[src/rtl/cmp_pkg.sv]
// Shared function codes, legacy result codes and parameter checks for the pipelined compare unit.
package cmp_pkg;

  localparam logic [2:0] FN_NOP     = 3'd0;
  localparam logic [2:0] FN_EQ      = 3'd1;
  localparam logic [2:0] FN_GT      = 3'd2;
  localparam logic [2:0] FN_LT      = 3'd3;
  localparam logic [2:0] FN_MIN     = 3'd4;
  localparam logic [2:0] FN_MAX     = 3'd5;
  localparam logic [2:0] FN_ABSDIFF = 3'd6;
  localparam logic [2:0] FN_TRACK   = 3'd7;

  localparam int unsigned RES_EQ = 1;
  localparam int unsigned RES_GT = 2;
  localparam int unsigned RES_LT = 3;

  function automatic bit stages_legal(input int stages);
    return (stages >= 1) && (stages <= 4);
  endfunction

endpackage

[src/rtl/cmp_core.sv]
// Combinational compare of one operand pair: eq/gt/lt plus min, max and absolute difference.
module cmp_core #(
  parameter int WIDTH = 16
) (
  input  logic [WIDTH-1:0] a,
  input  logic [WIDTH-1:0] b,
  input  logic             signed_mode,
  output logic             eq,
  output logic             gt,
  output logic             lt,
  output logic [WIDTH-1:0] min_val,
  output logic [WIDTH-1:0] max_val,
  output logic [WIDTH-1:0] abs_diff
);

  assign eq = (a == b);
  assign gt = signed_mode ? ($signed(a) > $signed(b)) : (a > b);
  assign lt = !eq && !gt;

  assign min_val = lt ? a : b;
  assign max_val = gt ? a : b;
  // Subtracting the smaller from the larger always fits in WIDTH unsigned bits.
  assign abs_diff = gt ? (a - b) : (b - a);

endmodule

[src/rtl/cmp_unit_pipe.sv]
// Pipelined compare unit: one op per cycle, result after STAGES cycles, plus a min/max tracker.
module cmp_unit_pipe
  import cmp_pkg::*;
#(
  parameter int WIDTH  = 16,
  parameter int STAGES = 2,
  parameter int CNT_W  = 8
) (
  input  logic             clk,
  input  logic             rst,
  input  logic             enable,
  input  logic             in_valid,
  input  logic [WIDTH-1:0] a,
  input  logic [WIDTH-1:0] b,
  input  logic [2:0]       func,
  input  logic             signed_mode,
  input  logic             track_clr,
  output logic             out_valid,
  output logic [WIDTH-1:0] cmp_out,
  output logic             cmp_flag,
  output logic [WIDTH-1:0] trk_min,
  output logic [WIDTH-1:0] trk_max,
  output logic [CNT_W-1:0] trk_cnt
);

  if (!stages_legal(STAGES)) begin : g_bad_stages
    $error("cmp_unit_pipe: STAGES must be in 1..4");
  end

  logic             accept;
  logic             track_op;
  logic             op_eq, op_gt, op_lt;
  logic [WIDTH-1:0] op_min, op_max, op_abs;
  logic [WIDTH-1:0] trk_lo, trk_hi;
  logic [WIDTH-1:0] res;

  logic [CNT_W-1:0] cnt_base, cnt_upd;
  logic             trk_first;
  logic [WIDTH-1:0] trk_min_d, trk_max_d;
  logic [CNT_W-1:0] trk_cnt_d;

  logic             vld_q [STAGES];
  logic [WIDTH-1:0] dat_q [STAGES];

  assign accept   = enable & in_valid;
  assign track_op = accept && (func == FN_TRACK);

  cmp_core #(.WIDTH(WIDTH)) u_op_core (
    .a(a), .b(b), .signed_mode(signed_mode),
    .eq(op_eq), .gt(op_gt), .lt(op_lt),
    .min_val(op_min), .max_val(op_max), .abs_diff(op_abs)
  );

  // Tracker path: one compare against the stored minimum, one against the stored maximum.
  cmp_core #(.WIDTH(WIDTH)) u_trk_lo (
    .a(a), .b(trk_min), .signed_mode(signed_mode),
    .eq(), .gt(), .lt(),
    .min_val(trk_lo), .max_val(), .abs_diff()
  );

  cmp_core #(.WIDTH(WIDTH)) u_trk_hi (
    .a(a), .b(trk_max), .signed_mode(signed_mode),
    .eq(), .gt(), .lt(),
    .min_val(), .max_val(trk_hi), .abs_diff()
  );

  // A clear in the same cycle as a sample makes that sample the first one.
  assign cnt_base  = track_clr ? '0 : trk_cnt;
  assign trk_first = (cnt_base == '0);
  assign cnt_upd   = (&cnt_base) ? cnt_base : cnt_base + 1'b1;

  always_comb begin
    // NOTE: every output gets a default first so no path can infer a latch.
    trk_min_d = track_clr ? '0 : trk_min;
    trk_max_d = track_clr ? '0 : trk_max;
    trk_cnt_d = cnt_base;
    if (track_op) begin
      trk_min_d = trk_first ? a : trk_lo;
      trk_max_d = trk_first ? a : trk_hi;
      trk_cnt_d = cnt_upd;
    end
  end

  always_comb begin
    res = '0;
    case (func)
      FN_EQ:      res = op_eq ? WIDTH'(RES_EQ) : '0;
      FN_GT:      res = op_gt ? WIDTH'(RES_GT) : '0;
      FN_LT:      res = op_lt ? WIDTH'(RES_LT) : '0;
      FN_MIN:     res = op_min;
      FN_MAX:     res = op_max;
      FN_ABSDIFF: res = op_abs;
      FN_TRACK:   res = WIDTH'(cnt_upd);
      default:    res = '0;
    endcase
  end

  always_ff @(posedge clk) begin
    // NOTE: registered state uses non-blocking assignments so every stage samples pre-edge values.
    if (rst) begin
      trk_min <= '0;
      trk_max <= '0;
      trk_cnt <= '0;
    end else begin
      trk_min <= trk_min_d;
      trk_max <= trk_max_d;
      trk_cnt <= trk_cnt_d;
    end
  end

  always_ff @(posedge clk) begin
    // NOTE: the data stages are reset too, so a flushed op can never leak onto cmp_out.
    if (rst) begin
      for (int i = 0; i < STAGES; i++) begin
        vld_q[i] <= 1'b0;
        dat_q[i] <= '0;
      end
    end else begin
      vld_q[0] <= accept;
      dat_q[0] <= accept ? res : '0;
      for (int i = 1; i < STAGES; i++) begin
        vld_q[i] <= vld_q[i-1];
        dat_q[i] <= dat_q[i-1];
      end
    end
  end

  assign out_valid = vld_q[STAGES-1];
  assign cmp_out   = dat_q[STAGES-1];
  assign cmp_flag  = vld_q[STAGES-1];

endmodule
[config.mk]
export PLATFORM = sky130hd
export DESIGN_NAME = cmp_unit_pipe
export DESIGN_NICKNAME = d
export VERILOG_FILES = /design/src/rtl/cmp_pkg.sv /design/src/rtl/cmp_core.sv /design/src/rtl/cmp_unit_pipe.sv
export SDC_FILE = /design/constraint.sdc
export NUM_CORES = 1
export LEC_CHECK = 0
export ABC_AREA = 1
export BUFFER_PORTS_ARGS = -buffer_cell sky130_fd_sc_hd__buf_4
export CAP_MARGIN = 25
export CORE_ASPECT_RATIO = 1.1
export CORE_MARGIN = 1.5
export CORE_UTILIZATION = 55
export DETAILED_ROUTE_END_ITERATION = 12
export PLACE_DENSITY = 0.78
export SYNTH_ARGS = -nofsm -noshare
export SYNTH_HDL_FRONTEND = slang
export SYNTH_SLANG_ARGS = --single-unit
export TNS_END_PERCENT = 30
[constraint.sdc]
create_clock -name clk -period 2.8 [get_ports clk]
set_input_delay 0.28 -clock clk [delete_from_list [all_inputs] [get_ports clk]]
set_output_delay 0.28 -clock clk [all_outputs]
set_load 0.1 [all_outputs]
After elaboration in Yosys (flattened, before gate mapping) --
Memories as Yosys holds them, arrays and structs flattened. Index checks and enable logic that the tools add are counted.
Cells by class: bitwise gates (word level) 5, add/sub/neg operators 3, reduce and logical (&&, ||, !) cells 12, mux-type cells 28, equality and inequality tests 11, order comparisons 6
Operators with widths (number):
- two-way mux 16 bit | 13
- one-hot mux 16 bit (7 select lines) | 1
- > comparator 16 bit | 6
- equality test 16 bit | 2
- subtractor 16 bit | 2
- two-way mux 8 bit | 3
- equality test 3 bit (second input constant) | 4
- two-way mux 1 bit | 9
- adder 8 x 1 -> 8 bit (second input constant) | 1
- logical NOT 8 bit | 1
- AND reduction 8 bit | 1
- equality test 3 x 2 -> 1 bit (second input constant) | 2
- != test 3 x 1 -> 1 bit (second input constant) | 2
- logical NOT 1 bit | 4
- two-way mux 2 bit | 2
- bitwise OR 1 bit | 4
- AND reduction 2 bit | 2
- equality test 3 x 1 -> 1 bit (second input constant) | 1
- logical AND 1 bit | 3
- nonzero test 2 bit | 1
- AND 1 bit | 1
Storage, ports and cells: memory bits (writable) 34, register bits after elaboration 40, input bits 41, word-level logic and storage cells 70, memories kept 2, output and inout bits 58
Memories:
- dat_q | words 2, bits a word 16, rd ports 2, clocked after Yosys merged registers in 0, wr ports 2, RTL line cmp_unit_pipe.sv:43 | logic [WIDTH-1:0] dat_q [STAGES];
- vld_q | words 2, bits a word 1, rd ports 2, clocked after Yosys merged registers in 0, wr ports 2, RTL line cmp_unit_pipe.sv:42 | logic vld_q [STAGES];

Depth between registers and ports, before layout --
Gate-level depths: netlist of run 1.
depth in word-level cells 8, depth in mapped cells 19, depth with buffers taken out 18

Cells and area by module --
Synthesis of run 1 repeated with hierarchy kept, for this count alone.
Unflattened totals: cells, all modules 1986, area total of the unflattened synthesis 11095.6 um^2
Modules (own cells, without submodules):
- cmp_core at u_op_core ... | cells an instance 485, times used 2, sequential area each 0.0 um^2, area an instance 2524.9 um^2
- cmp_unit_pipe | cells an instance 523, times used 1, sequential area each 1481.4 um^2, area an instance 3522.1 um^2
- cmp_core at u_trk_lo | cells an instance 493, times used 1, sequential area each 0.0 um^2, area an instance 2523.7 um^2

Worst setup path after synthesis of run 1 --
No wires, ideal clock.
path type register -> register, from register trk_max[15], to register trk_max[10], required time 2.668 ns, setup time 0.132 ns, data arrival time 2.449 ns, path buffers 1, slack 0.219 ns, stages on the path, launching flop included 15, period minus slack after synthesis 2.581 ns, cells stage by stage dfxtp_1 inv_1 ha_1 nand2_1 nor3_1 nand2_1 nand2_1 nand2_1 nand2_1 nand2_1 nand2_2 nand2_2 buf_4 nand2_1 a21oi_1
Between the ends: cells in the longest elaborated chain, start to end 4, elaborated cells on any way between the ends 5, those cells by class order compare (2); eq/ne (1); mux (1); reduce/logical (1)
RTL lines:
- start: declaration | RTL line cmp_unit_pipe.sv:22 | output logic [WIDTH-1:0] trk_max,
- start signal: assignment | RTL line cmp_unit_pipe.sv:106 | trk_max <= trk_max_d;
- > comparator 16 bit | RTL line cmp_core.sv:17 | assign gt = signed_mode ? ($signed(a) > $signed(b)) : (a > b);
- two-way mux 1 bit * | RTL line cmp_core.sv:17
- != test 3 x 1 -> 1 bit (no line) *
- AND reduction 2 bit (no line) *
Mark *: on every way between the ends. The rest lies on a longest branch, timed or not. A chain may end at the register's enable or synchronous reset.

==> impl_metrics.tcl, run 1 <==
set metrics [dict create \
    die_area_um2 12400 \
    holdCritPathClass "input pin to register" \
    grt_use_total 0.306 \
    finClkSkew_ns 0.00595 \
    clk_latency_ns 0.34 \
    cts_hold_buf 0 \
    mappedNetlistNets 1151 \
    core_um2 11500 \
    final_common_cell "nand2_1" \
    clk_pin_slew_ns 0.06 \
    crit_chain "buf_4, inv_1, ha_1, inv_1, fa_1, nand3_1, nand3_1, nand2_1, nand2_2, nand2_2, nand2_2, nand2_4, buf_4, nand4_1, nand3_1, nand2_1, nor2_1, nor2_1" \
    placed_cells 1266 \
    yosysSeqAreaShare 0.229 \
    start_util 0.563 \
    drive_gt1_frac 0.148 \
    crit_type "input pin to register" \
    yosys.area_share.adder 0.132 \
    setup_tns_ns 0 \
    grt.overflow.total 0 \
    synth_top_family_by_area "simple AND/OR/NAND/NOR gates" \
    hold_viol_final 0 \
    layout.nets 1235 \
    synthDistinctLibCells 40 \
    arrival_ns 2.53 \
    firstDrtPassIters 7 \
    synth-xor-area-share 0.0284 \
    htree_levels 3 \
    multiInputGateArea_um2 4070 \
    via_count 6898 \
    p_leak_nw 3.89 \
    drv_slew 0 \
    cpPeakStageDelay_ns 0.40 \
    finalSetupViolations 0 \
    ir_worst_vdd_mv 0.221 \
    grt_max_degree 58 \
    worst_pin_slew_ns 1.02 \
    crit_slowest_cell "fa_1" \
    seq_area_um2 1480 \
    numCtsBuffers 9 \
    synth_compound_area_frac 0.0878 \
    synth-warning-count 0 \
    grt_antenna_before_repair 0 \
    finalNonFillerCells 1282 \
    cts_buffer_depth 2 \
    status "completed" \
    cts.sinks 74 \
    finalCriticalPeriod_ns 2.31 \
    netlist_area_um2 6470 \
    slew_headroom 0.316 \
    nFillCells 1114 \
    use_met3 0.0637 \
    crit_path_start_kind "input pin" \
    totalWireLength_mm 18.7 \
    place.gp.congestion 0.950 \
    hold_depth 4 \
    busiest_layer "met2" \
    rows 41 \
    area_growth_pct 17.3 \
    post_drt_wl_per_cell_um 14.6 \
    hpwl_mm 14.5 \
    die_h_um 117 \
    synth_cells 1043 \
    fp.dieW_um 106 \
    antenna_left 0 \
    rsz0062_at_grt "false" \
    synthSimpleGateAreaFrac 0.381 \
    ys_ff_latch 74 \
    fin_total_pwr_mw 3.28 \
    maxCapViolCount 0 \
    grt_pass1_vias 6188 \
    synthMuxAreaShare 0 \
    p_per_area_nw_per_um2 432 \
    cts.root.buffer_cell "clkbuf_16" \
    drc 0 \
    fin_crit_sh 0.824 \
    crit_required_ns 3.03 \
    drtIter0Drc 472 \
    max_freq_ghz 0.434 \
    end_kind "register" \
    layout_common_cells "305 x nand2_1, 155 x inv_1, 123 x buf_4" \
    met2_usage 0.476 \
    cts_tree "done" \
    avgSynthCellArea_um2 6.21 \
    vias_per_cell 5.38 \
    io_pins 99 \
    cts_setup_buffers 0 \
    gr-usage-met1 0.424 \
    antennaDiodeCount 0 \
    grt_pass1_wl_mm 30.0 \
    io_buffer_count 98 \
    cts_resized 0 \
    worstRegToRegCells 14 \
    path_max_fanout 22 \
]
area by class of cell:
class | count | area share
clock buffer | 9 | 0.0297
clock inverter | 7 | 0.0120
inverter | 162 | 0.0801
multi-input combinational | 757 | 0.537
sequential | 74 | 0.195
tap | 150 | 0.0247
timing repair buffer | 123 | 0.122
cells in the mapped netlist, drive strengths merged:
cell type | number | area share
nand3b | 1 | 0.0012
dfxtp | 74 | 0.23
clkbuf | 10 | 0.0058
xnor2 | 3 | 0.0041
a211oi | 1 | 0.0012
xor2 | 18 | 0.024
inv | 161 | 0.093
o211ai | 4 | 0.0046
a21o | 3 | 0.0035
nor2 | 91 | 0.054
o21ai | 16 | 0.012
nand3 | 114 | 0.092
o32ai | 2 | 0.0027
ha | 65 | 0.13
nand4 | 27 | 0.026
buf | 40 | 0.042
a21oi | 72 | 0.057
nor4b | 1 | 0.0023
fa | 2 | 0.0062
a31oi | 1 | 0.00097
o21a | 1 | 0.0012
nor3 | 7 | 0.0072
o22ai | 1 | 0.00097
o21bai | 3 | 0.0035
nand2 | 320 | 0.20
and2 | 2 | 0.0019
clkinv | 1 | 0.00058
and3 | 2 | 0.0019
final timing paths:
kind	start	to	slack, ns
max	a[0]	dat_q[0][6]	0.49
min	track_clr	trk_cnt[6]	0.26
max reg2reg	trk_cnt[0]	dat_q[0][0]	0.62
min reg2reg	dat_q[0][13]	dat_q[0][29]	0.40
power breakdown:
part           total (mW)  leakage (nW)  internal (mW)  switching [mW]
clock network        1.25         0.156          0.778           0.473
registers            1.07         0.597           1.07         0.00680
logic               0.956          3.13          0.322           0.634
through the flow:
stage | util | hold slack [ns] | area (um^2) | setup WS (ns)
floorplan | - | 0.388 | 6470 | 0.219
global placement | 0.633 | 0.389 | 7270 | 0.226
detailed placement | 0.633 | 0.397 | 7270 | 0.195
CTS | 0.660 | 0.249 | 7590 | 0.539
global route | 0.660 | 0.284 | 7590 | 0.219
finish | 0.660 | 0.264 | 7590 | 0.493
sequential cells by signal, indices dropped and copies added, names as in the netlist:
signal / flops
trk_cnt: 8
vld_q: 2
trk_max: 16
trk_min: 16
dat_q: 32
cell families after synthesis:
logic type | after synthesis
simple gates | 565
buf+inv | 212
compound gates | 104
flops | 74
fa+ha+maj | 67
xor+xnor | 21
per-layer routing:
metal | routed length (um) | vias up
met2 | 8420 | 301
met4 | 342 | 0
met1 | 8440 | 3107
met3 | 1500 | 35
li1 | - | 3455
met5 | 0 | -
worst max-delay path: cells and delay by family:
family                   cells  cell delay [ns]
adder cells (fa/ha/maj)      2             0.54
buffers and inverters        4             0.54
AND/OR/NAND/NOR             12             1.15
No activity file was read; power rests on OpenSTA's default activity.
==> inputs of run 2 (changes only) <==
Settings changed: ABC_AREA 1 to 0, CORE_UTILIZATION 55 to 52.
Clock period 2.8 ns to 1.88 ns, I/O delays scaled along.
==> run 2 against run 1 <==
  * The flow now finishes with violations (negative setup slack)
  * Worst hold slack got worse by 0.15 ns
  * Clock skew down 0.0017 ns
  * Sequential cell count did not move
  * Register-to-register slack got worse by 1.5 ns
  * Cell area increased by 19%
  * First-iteration DRC count grew 2.3%
  * Via count decreased by 4.7%
  * Cell count fell by 13%
  * Non-clock buffer count is 203 higher
  * Synthesized area decreased by 12%
  * Die area fell by 6.2%
  * Clock power grew 50%
  * Critical endpoint is now trk_max[11]
  * Largest cell class unchanged
  * Highest routed layer unchanged
==> impl_metrics.tcl, run 2 <==
set metrics [dict create \
    fin_crit_sh 1.46 \
    cts_tree "done" \
    final_common_cell "buf_4" \
    p_sw_mw 1.71 \
    holdCritPathClass "input pin to register" \
    combPwrFrac 0.354 \
    avgSynthCellArea_um2 8.45 \
    area_growth_pct 57.8 \
    clk_pin_slew_ns 0.06 \
    finalSetupViolations 49 \
    clock_power_share 0.351 \
    holdWs_ns 0.111 \
    seqPwrFrac 0.295 \
    maxCapViolCount 0 \
    end_kind "register" \
    post_drt_wl_per_cell_um 19.2 \
    drive_gt1_frac 0.477 \
    drv_slew 0 \
    synth_cells 678 \
    worst_pin_slew_ns 0.540 \
    die_h_um 113 \
    finClkSkew_ns 0.00425 \
    grt_pass1_wl_mm 33.5 \
    antenna_left 0 \
    io_buffer_count 98 \
    synth_area_leader_cell "dfxtp_1" \
    placed_cells 1088 \
    rows 40 \
    internal_power_mw 3.62 \
    fp.dieW_um 103 \
    cts_hold_buf 0 \
    swShare 0.321 \
    totalWireLength_mm 21.6 \
    mappedNetlistNets 786 \
    core_um2 10800 \
    ys.flop_type "dfxtp_1" \
    layout.nets 1077 \
    ir_worst_vdd_mv 0.388 \
    grt_max_degree 26 \
    vias_per_cell 5.86 \
    slew_headroom 0.639 \
    hpwl_mm 15.6 \
    drtIter0Drc 483 \
    yosysMostFrequentCell "inv_1" \
    via_count 6572 \
    ys_async_sr_fraction 0 \
    cts.root.buffer_cell "clkbuf_16" \
    finalNonFillerCells 1121 \
    path_max_fanout 8 \
    synth_top_area_frac 0.259 \
    crit_required_ns 2.11 \
    htree_levels 3 \
    arrival_ns 2.98 \
    grt.overflow.total 0 \
    rsz0062_at_grt "true" \
    max_freq_ghz 0.364 \
    crit_path_start_kind "register" \
    cts.sinks 74 \
    firstDrtPassIters 6 \
    top_register "dat_q" \
    violations "negative setup slack" \
    synthDistinctLibCells 71 \
    place.gp.congestion 0.961 \
    crit_type "register to register" \
    p_leak_nw 4.23 \
    drc 0 \
    grt_antenna_before_repair 0 \
    layout_common_cells "314 x buf_4, 61 x inv_1, 46 x ha_1" \
    start_util 0.530 \
    grt_pass1_vias 6739 \
    synth_top_cells_by_count "75 x inv_1, 74 x dfxtp_1, 65 x ha_1" \
    synth-warning-count 0 \
    antennaDiodeCount 0 \
    final.setup.worst_slack_ns -0.869 \
    clk_latency_ns 0.34 \
    die_area_um2 11700 \
    finalCriticalPeriod_ns 2.75 \
    synthTopCellsByArea "dfxtp_1 26%, ha_1 14%, inv_1 4.9%, a22o_1 4.9%, a21oi_1 3.9%" \
    io_pins 99 \
    grt_use_total 0.372 \
    fin_total_pwr_mw 5.33 \
    largest_registers "dat_q: 32 flops, trk_max: 16 flops, trk_min: 16 flops" \
    hold_viol_final 0 \
    largest_reg_flops 32 \
    ys_ff_latch 74 \
    netlist_area_um2 5730 \
    synth-edff-count 0 \
    p_per_area_nw_per_um2 590 \
    cts_buffer_depth 2 \
    status "finished with violations" \
    numCtsBuffers 9 \
    yosysSeqAreaShare 0.259 \
    regToRegSetupSlack_ns -0.87 \
]
## run 2: what timing repair did
| action | 4_1_cts | 5_1_grt |
|---|---|---|
| gates cloned | 2 | 0 |
| gates resized for setup | 70 | 16 |
| buffers inserted | 14 | 1 |
| endpoints found under the setup margin | 54 | 53 |
| pin swaps | 44 | 14 |
## run 2: cell families (layout without fill, tap and decap cells)
logic type,count (synthesis),count (layout),synth area share
fa+ha+maj,67,67,0.149
flops,74,74,0.259
buf+inv,122,417,0.0994
mux,24,24,0.0428
xor+xnor,21,21,0.0321
simple gates,168,169,0.159
compound gates,202,202,0.259
## run 2: power by group through the flow
stage | Combinational (mW) | Sequential, mW | Clock, mW
floorplan | 0.843 | 1.66 | 0
global placement | 1.55 | 1.61 | 0
detailed placement | 1.58 | 1.61 | 0
CTS | 1.79 | 1.57 | 1.87
global route | 2.00 | 1.57 | 1.94
finish | 1.89 | 1.57 | 1.87
## run 2: cell type report
| class | instances | area (um^2) |
|---|---|---|
| timing repair buffer | 326 | 2500 |
| sequential | 74 | 1580 |
| inverter | 75 | 292 |
| clock buffer | 11 | 233 |
| clock inverter | 5 | 78.8 |
| multi-input combinational | 483 | 4180 |
| tap | 147 | 184 |
| fill | 668 | 1770 |
## run 2: stage by stage
stage          setup TNS (ns)  setup WS (ns)  instance area, um^2  utilization
6_report               -28.25         -0.869                 9040        0.836
5_1_grt                -32.23         -0.921                 9040        0.836
4_1_cts                -24.31         -0.745                 8960        0.829
3_5_place_dp           -41.72          -1.18                 8140        0.753
3_3_place_gp           -36.95          -1.05                 8140        0.753
2_1_floorplan          -33.87         -0.772                 5930            -
## run 2: layer usage
layer | up-vias | GRT usage | wire (um)
met3 | 79 | 0.0611 | 1380
met2 | 318 | 0.629 | 10600
met1 | 3164 | 0.448 | 8730
met4 | 0 | 0.189 | 889
met5 | - | 0 | 0
li1 | 3011 | - | -
## run 2: path summary, 6_finish.rpt
kind	start	cells past startpoint	endpoint
min	a[4]	2	trk_max[4]
min reg2reg	dat_q[0][12]	1	dat_q[0][28]
max reg2reg	trk_max[12]	13	trk_max[11]
max	trk_max[12]	13	trk_max[11]
## run 2: worst max-delay path: stages, from the launching register on
cell	delay, ns
dfxtp_4	0.36
inv_4	0.04
ha_4	0.25
nand4_1	0.19
nor3_2	0.27
buf_4	0.16
a21oi_2	0.05
o211a_1	0.16
buf_6	0.12
o2111a_2	0.15
o41ai_4	0.39
buf_4	0.19
nor2_4	0.07
a22o_1	0.24
==> inputs of run 3 (changes only) <==
Settings changed: CTS_BUF_LIST from default to sky130_fd_sc_hd__clkbuf_16, RECOVER_POWER from default to 50.
==> run 3 against run 2 <==
  * Critical endpoint unchanged
  * Combinational power is essentially flat
  * Core utilization down 0.54 points
  * Count of clock-buffer cells in the layout down 2
  * Highest routed layer unchanged
  * The run still ends with negative setup slack left
==> impl_metrics.tcl, run 3 (synthesis results as in run 2) <==
set metrics [dict create \
    holdWs_ns 0.110 \
    max_freq_ghz 0.364 \
    die_h_um 113 \
    violations "negative setup slack" \
    layout_common_cells "291 x buf_4, 63 x inv_1, 46 x ha_1" \
    ir_worst_vdd_mv 0.388 \
    setup_tns_ns -28.16 \
    vias_per_cell 5.85 \
    drtIter0Drc 565 \
    core_um2 10800 \
    grt_max_degree 26 \
    htree_levels 3 \
    grt_use_total 0.372 \
    holdCritPathClass "input pin to register" \
    finalSetupViolations 48 \
    crit_required_ns 2.11 \
    hpwl_mm 15.6 \
    seqPwrFrac 0.296 \
    finalNonFillerCells 1121 \
    maxCapViolCount 0 \
    place.gp.congestion 0.961 \
    grt_antenna_before_repair 0 \
    p_leak_nw 4.22 \
    slew_headroom 0.638 \
    totalWireLength_mm 21.5 \
    place_ws_ns -1.18 \
    fin_crit_sh 1.46 \
    drv_slew 0 \
    largest_reg_flops 32 \
    cts_tree "done" \
    finClkSkew_ns 0.00436 \
    crit_type "register to register" \
    firstDrtPassIters 7 \
    p_sw_mw 1.71 \
    clock_power_share 0.350 \
    worst_pin_slew_ns 0.546 \
    arrival_ns 2.98 \
    post_drt_wl_per_cell_um 19.1 \
    hold_viol_final 0 \
    cts.root.buffer_cell "clkbuf_16" \
    cts_buffer_depth 2 \
    grt_pass1_vias 6739 \
    path_max_fanout 8 \
    final.setup.worst_slack_ns -0.867 \
    crit_path_start_kind "register" \
    drive_gt1_frac 0.476 \
    largest_registers "dat_q: 32 flops, trk_max: 16 flops, trk_min: 16 flops" \
    cts.sinks 74 \
    grt.overflow.total 0 \
    internal_power_mw 3.61 \
    layout.nets 1077 \
    drc 0 \
    rsz0062_at_grt "true" \
    antenna_left 0 \
    area_growth_pct 56.8 \
    fp.dieW_um 103 \
    rows 40 \
    clk_pin_slew_ns 0.06 \
    antennaDiodeCount 0 \
    end_kind "register" \
    clk_latency_ns 0.34 \
    via_count 6562 \
    start_util 0.530 \
    numCtsBuffers 9 \
    top_register "dat_q" \
    p_per_area_nw_per_um2 592 \
    grt_pass1_wl_mm 33.5 \
    finalCriticalPeriod_ns 2.75 \
    io_buffer_count 98 \
    io_pins 99 \
    swShare 0.322 \
    die_area_um2 11700 \
    placed_cells 1088 \
    status "finished with violations" \
    combPwrFrac 0.354 \
    final_common_cell "buf_4" \
]
==> run 3: changes by cell type in the layout (fill, tap and decap cells not counted), sizes merged <==
cell    delta
buf       -23
inv        +2
clkbuf    +21
==> run 3: worst paths after layout <==
kind	startpoint	to	slack, ns	depth (start not counted)
max	trk_max[12]	trk_max[11]	-0.87	13
max reg2reg	trk_max[12]	trk_max[11]	-0.87	13
min	a[4]	trk_max[4]	0.11	2
min reg2reg	dat_q[0][12]	dat_q[0][28]	0.44	1
==> run 3: worst max-delay path: stages, from the launching register on <==
cell and delay, ns:
dfxtp_4 0.36, inv_4 0.04, ha_4 0.25, nand4_1 0.19
nor3_2 0.27, buf_4 0.15, a21oi_2 0.05, o211a_1 0.16
buf_6 0.12, o2111a_2 0.15, o41ai_4 0.39, buf_4 0.19
nor2_4 0.07, a22o_1 0.24
==> run 3: cell type report <==
cell class | count | area, um^2
multi-input cells | 483 | 4180
well taps | 147 | 184
inverters | 75 | 292
clock inverters | 7 | 86.3
fillers | 692 | 1830
clock buffers | 9 | 225
repair buffers | 326 | 2440
flip-flops and latches | 74 | 1580
==> run 3: power groups by stage <==
stage          clock network [mW]  logic, mW  registers, mW
2_1_floorplan                   0      0.843           1.66
3_3_place_gp                    0       1.55           1.61
3_5_place_dp                    0       1.58           1.61
4_1_cts                      1.86       1.79           1.57
5_1_grt                      1.93       2.00           1.57
6_report                     1.86       1.88           1.57
==> run 3: timing repair <==
| action | CTS | global route |
|---|---|---|
| gates cloned | 2 | 0 |
| endpoints found under the setup margin | 54 | 53 |
| hold endpoints to repair | 0 | 0 |
| setup buffers | 14 | 1 |
| pin swaps | 44 | 14 |
| resized for setup | 70 | 16 |
| hold buffers | 0 | 0 |
==> run 3: metrics by stage <==
stage	cell area (um^2)	util	total power [mW]
floorplan	5930	-	2.50
global placement	8140	0.753	3.15
detailed placement	8140	0.753	3.19
CTS	8960	0.829	5.22
global route	8980	0.831	5.50
finish	8980	0.831	5.32
==> run 3: metal layers <==
| layer | GRT usage | wire length, um | up-vias |
|---|---|---|---|
| met2 | 0.629 | 10600 | 310 |
| met1 | 0.448 | 8640 | 3161 |
| met3 | 0.0611 | 1340 | 84 |
| met5 | 0 | 0 | - |
| met4 | 0.189 | 861 | 0 |
| li1 | - | - | 3007 |
